[src/rtl/muldiv_seq.sv]
// Iterative radix-2 multiply/divide unit owning the HI/LO registers (MULT/MULTU/DIV/DIVU/MTHI/MTLO).
// Optional MULDIV_EARLY_EN: multiplies stop as soon as the remaining multiplier bits are all zero.
module muldiv_seq #(
    parameter int WIDTH = 32
) (
    input  logic             clk,
    input  logic             reset,
    input  logic             start,
    input  logic [2:0]       op,
    input  logic [WIDTH-1:0] a,
    input  logic [WIDTH-1:0] b,
    output logic             busy,
    output logic             done,
    output logic [WIDTH-1:0] hi,
    output logic [WIDTH-1:0] lo
);

    localparam int CW = $clog2(WIDTH + 1);

    typedef enum logic [2:0] {
        S_IDLE,
        S_PREP,
        S_ITER,
        S_FIX,
        S_DONE
    } state_t;

    state_t             state;
    logic [1:0]         op_reg;
    logic [WIDTH-1:0]   a_reg;
    logic [WIDTH-1:0]   b_reg;
    logic [WIDTH-1:0]   opb;
    logic [2*WIDTH-1:0] acc;
    logic [2*WIDTH-1:0] mcand;
    logic [CW-1:0]      count;
    logic               neg_res;
    logic               neg_rem;
    logic               div_zero;

    logic               is_div;
    logic               is_signed;
    logic [WIDTH-1:0]   abs_a;
    logic [WIDTH-1:0]   abs_b;
    logic               div_ge;
    logic [WIDTH-1:0]   div_diff;
    logic [2*WIDTH-1:0] mul_sum;
    logic               early_exit;
    logic               last_iter;
    logic [2*WIDTH-1:0] prod_fix;
    logic [WIDTH-1:0]   quot_fix;
    logic [WIDTH-1:0]   rem_fix;

    assign is_div    = op_reg[1];
    assign is_signed = op_reg[0];
    assign abs_a     = (is_signed && a_reg[WIDTH-1]) ? -a_reg : a_reg;
    assign abs_b     = (is_signed && b_reg[WIDTH-1]) ? -b_reg : b_reg;

    // Restoring step: partial remainder shifted left with the next dividend bit brought in.
    assign div_ge    = acc[2*WIDTH-1:WIDTH-1] >= {1'b0, opb};
    assign div_diff  = acc[2*WIDTH-2:WIDTH-1] - opb;
    assign mul_sum   = acc + mcand;

`ifdef MULDIV_EARLY_EN
    // Once the bits still to be scanned are zero, the product cannot change any more.
    assign early_exit = !is_div && (opb[WIDTH-1:1] == '0);
`else
    assign early_exit = 1'b0;
`endif

    assign last_iter = (count == CW'(1)) || early_exit;

    assign prod_fix  = neg_res ? -acc : acc;
    assign quot_fix  = neg_res ? -acc[WIDTH-1:0] : acc[WIDTH-1:0];
    assign rem_fix   = neg_rem ? -acc[2*WIDTH-1:WIDTH] : acc[2*WIDTH-1:WIDTH];

    always_ff @(posedge clk or posedge reset) begin
        if (reset) begin
            state    <= S_IDLE;
            busy     <= 1'b0;
            done     <= 1'b0;
            hi       <= '0;
            lo       <= '0;
            op_reg   <= '0;
            a_reg    <= '0;
            b_reg    <= '0;
            opb      <= '0;
            acc      <= '0;
            mcand    <= '0;
            count    <= '0;
            neg_res  <= 1'b0;
            neg_rem  <= 1'b0;
            div_zero <= 1'b0;
        end else begin
            unique case (state)
                S_IDLE, S_DONE: begin
                    state <= S_IDLE;
                    busy  <= 1'b0;
                    done  <= 1'b0;
                    if (start) begin
                        if (!op[2]) begin
                            a_reg  <= a;
                            b_reg  <= b;
                            op_reg <= op[1:0];
                            state  <= S_PREP;
                            busy   <= 1'b1;
                        end else if (op[1:0] == 2'b00) begin
                            hi <= a;
                        end else if (op[1:0] == 2'b01) begin
                            lo <= a;
                        end
                    end
                end
                S_PREP: begin
                    acc      <= is_div ? {{WIDTH{1'b0}}, abs_a} : '0;
                    mcand    <= {{WIDTH{1'b0}}, abs_a};
                    opb      <= abs_b;
                    neg_res  <= is_signed && (a_reg[WIDTH-1] ^ b_reg[WIDTH-1]);
                    neg_rem  <= is_signed && a_reg[WIDTH-1];
                    div_zero <= (b_reg == '0);
                    count    <= CW'(WIDTH);
                    state    <= S_ITER;
                end
                S_ITER: begin
                    count <= count - CW'(1);
                    if (is_div) begin
                        if (div_ge) begin
                            acc <= {div_diff, acc[WIDTH-2:0], 1'b1};
                        end else begin
                            acc <= {acc[2*WIDTH-2:0], 1'b0};
                        end
                    end else begin
                        if (opb[0]) begin
                            acc <= mul_sum;
                        end
                        mcand <= {mcand[2*WIDTH-2:0], 1'b0};
                        opb   <= {1'b0, opb[WIDTH-1:1]};
                    end
                    if (last_iter) begin
                        state <= S_FIX;
                    end
                end
                S_FIX: begin
                    if (!is_div) begin
                        hi <= prod_fix[2*WIDTH-1:WIDTH];
                        lo <= prod_fix[WIDTH-1:0];
                    end else if (div_zero) begin
                        // Divide by zero is defined, not trapped: HI echoes the dividend.
                        hi <= a_reg;
                        lo <= '1;
                    end else begin
                        hi <= rem_fix;
                        lo <= quot_fix;
                    end
                    state <= S_DONE;
                    busy  <= 1'b0;
                    done  <= 1'b1;
                end
                default: begin
                    state <= S_IDLE;
                    busy  <= 1'b0;
                    done  <= 1'b0;
                end
            endcase
        end
    end

endmodule

[config.mk]
export PLATFORM = sky130hd
export DESIGN_NAME = muldiv_seq
export DESIGN_NICKNAME = d
export VERILOG_FILES = /design/src/rtl/muldiv_seq.sv
export SDC_FILE = /design/constraint.sdc
export NUM_CORES = 1
export LEC_CHECK = 0
export BUFFER_PORTS_ARGS = -buffer_cell sky130_fd_sc_hd__buf_2
export CAP_MARGIN = 5
export CORE_UTILIZATION = 46
export CTS_CLUSTER_DIAMETER = 150
export CTS_CLUSTER_SIZE = 40
export DETAILED_ROUTE_END_ITERATION = 8
export HOLD_SLACK_MARGIN = 0.1
export PLACE_DENSITY = 0.7
export REMOVE_ABC_BUFFERS = 1
export SLEW_MARGIN = 10
export SYNTH_ARGS = -nofsm -noshare
export SYNTH_HDL_FRONTEND = slang
export SYNTH_SLANG_ARGS = --single-unit
[constraint.sdc]
create_clock -name clk -period 10.3 [get_ports clk]
set_input_delay 2.06 -clock clk [delete_from_list [all_inputs] [get_ports clk]]
set_output_delay 2.06 -clock clk [all_outputs]
set_load 0.005 [all_outputs]
==> qor.csv <==
metric,value,unit
status,"complete, no violations",
required time worst endpoint,10.75,ns
Hold Fails Final Rpt,0,
Comb pwr share,65.7,%
initial DRC count,2229,
Final Power,8930,uW
Yosys reg bits,304,
fraction of layout cells with a size suffix above 1,9.73,%
CTS Hold Bufs,0,
Synth Flop Type,dfrtp_1,
largest net degree at the start of global routing,109,
Syn Area/Cell,7.98,sq um
Synth Area in Adders,5.80,%
highest clock rate,0.215,GHz
number of global-route vias before repair,20800,
Pre-antenna DRT Iters,6,
Maximum Capacitance Violations,0,
max-slew violation count,0,
Total Wirelength,76200,microns
CTS Root Buffer Type,clkbuf_16,
Final Wtd Congestion,1.03,
Hold Path Class,reg -> reg,
Via density,6.37,
initial antenna violation count,1,
LEAKAGE,0.0102,uW
Post-DP Area,23600,sq um
setup total negative slack,0,ns
worst-skew pair later-pin latency,0.54,ns
Tcrit/Tclk final,45.2,%
HPWL after detailed placement,55700,microns
switching part of the total,53.7,%
CTS tree,done,
crit path max fanout,4,
vias,21800,
Cell variety after synth,75,
Routed Antenna Nets,0,
H-tree depth,1,
Core ar.,47900,sq um
fin crit period,4.65,ns
Setup-failing EPs final,0,
Worst EP arrival,5.10,ns
"Clk pin slew, worst setup/hold paths",0.16,ns
"Async S/R FF share, synth",100,%
Max Clock Skew,0.0305,ns
# IOs,136,
first-pass GRT wire length,119000,microns
mux cell area share after synthesis,4.15,%
power per standard cell area,374,nW/um^2
worst hold slack,0.489,ns
Mapped Cells,2818,
critical path type,reg -> reg,
Clk network pwr share,7.0,%
Top Registers,"acc: 64 flops, mcand: 64 flops",
"Design Area, Final",23900,sq um
cell internal pwr,4140,uW
sequential power share,27.4,%
relative slew slack,17.0,%
Buffers on Ports,135,
Synth top area share,33.8,%
Inserted Diodes,0,
Post-Synth Simple-Gate Area,17.6,%
Max IR drop VDD,0.242,mV
DRC viols,0,
DR WL/cell,22.2,microns
mapped cell area,22500,sq um
Switch Pwr,4800,uW
CP startpoint kind,register,
yosys warns,0,
Die ar.,49800,sq um
Nets,2988,
chip height,223,microns
synth cell count leaders,"nand2_1 (409), o21ai_0 (387), dfrtp_1 (304), a21oi_1 (227), clkbuf_1 (174)",
RSZ-0062 raised after global routing,no,
Synth area leaders,"dfrtp_1 (34%), o21ai_0 (8.6%), nand2_1 (6.8%)",
Tot GR Track Use,30.2,%
Die X,223,microns
number of synthesized flops with an enable pin,0,
gr ovfl total,0,
Compound-Gate Fraction of Synth Area,26.9,%
Clock Sinks,304,
fin util,49.8,%
Inserted Clock Buffers,11,
sequential fraction of the synthesis area,33.8,%
CTS resizes,0,
Synth Area in XOR/XNOR,7.09,%
Setup crit end kind,register,
# rows,80,
Area growth syn-to-layout,6.28,%
CTS max path bufs,3,
largest family of logic cells by synthesized area,compound AO/OA/AOI/OAI gates,
Initial Util,46.9,%
Synth area leader,dfrtp_1,
top-count cell post-synth,nand2_1,
"Setup Fix Bufs, Post-CTS",0,
slew at the pin with the worst max-slew slack,1.23,ns
critical path, cell delays in order (launching register included):
cell	delay, ns
dfrtp_1	0.45
ha_1	0.25
fa_1	0.43
a21oi_1	0.27
o211ai_1	0.21
a22oi_1	0.48
o21ai_0	0.22
a21oi_1	0.52
nand3_1	0.27
a311oi_1	0.66
o21ai_0	0.31
xnor2_1	0.19
a221o_1	0.32
cells in the final DEF (no fill, tap or decap), types with 30 or more instances in the layout:
cell,instances
a21o_1,48
a21oi_1,227
a31oi_1,44
buf_2,135
buf_4,35
dfrtp_1,303
ha_1,101
inv_1,87
mux2_2,58
nand2_1,407
nand3_1,44
nand4_1,32
nor2_1,167
nor3_1,40
o211ai_1,57
o21ai_0,386
o22ai_1,37
o31ai_1,30
or3_1,33
xnor2_1,110
xor2_1,72
final timing paths:
check,slack (ns),depth (start not counted),startpoint,end
max in group asynchronous,7.17,3,reset,acc[27]$_DFFE_PP0P_
max,5.65,12,acc[0]$_DFFE_PP0P_,acc[56]$_DFFE_PP0P_
min reg2reg,0.49,2,hi[24]$_DFFE_PP0P_,hi[24]$_DFFE_PP0P_
min,0.49,2,hi[24]$_DFFE_PP0P_,hi[24]$_DFFE_PP0P_
min in group asynchronous,1.64,2,reset,lo[4]$_DFFE_PP0P_
max reg2reg,5.65,12,acc[0]$_DFFE_PP0P_,acc[56]$_DFFE_PP0P_
cell families (layout without fill, tap and decap cells):
logic type	count (synthesis)	in the layout
compound gates	1006	1006
buf+inv	275	273
simple gates	862	862
mux	86	86
flops	304	304
fa+ha+maj	103	103
xor+xnor	182	182
final cells by class:
| class | instances | area (sq um) |
|---|---|---|
| flip-flops and latches | 304 | 7610 |
| well taps | 615 | 769 |
| inverters | 89 | 342 |
| repair buffers | 170 | 938 |
| multi-input cells | 2239 | 13900 |
| clock buffers | 12 | 279 |
| clock inverters | 2 | 46.3 |
| fillers | 4697 | 24100 |
power groups by stage:
stage | Combinational (uW) | Sequential (uW) | Clock, uW
detailed placement | 5740 | 2440 | 0
floorplan | 4120 | 2260 | 0
CTS | 5770 | 2420 | 637
global placement | 5660 | 2420 | 0
global route | 6460 | 2500 | 667
finish | 5870 | 2440 | 623
through the flow:
step                      cells  worst slack (ns)
after floorplan            2632            -0.163
after global placement     3417              5.96
after detailed placement   3417              5.90
after CTS                  3431              5.85
after global routing       3431              5.64
final                      3431              5.65
routing by layer:
layer | share of wire (%) | track usage (%)
met1 | 42 | 39.7
met5 | 0 | 0
met3 | 6.2 | 3.87
met2 | 46 | 49.4
met4 | 5.0 | 13.9
Note: power is estimated with default switching activity, not from simulation.
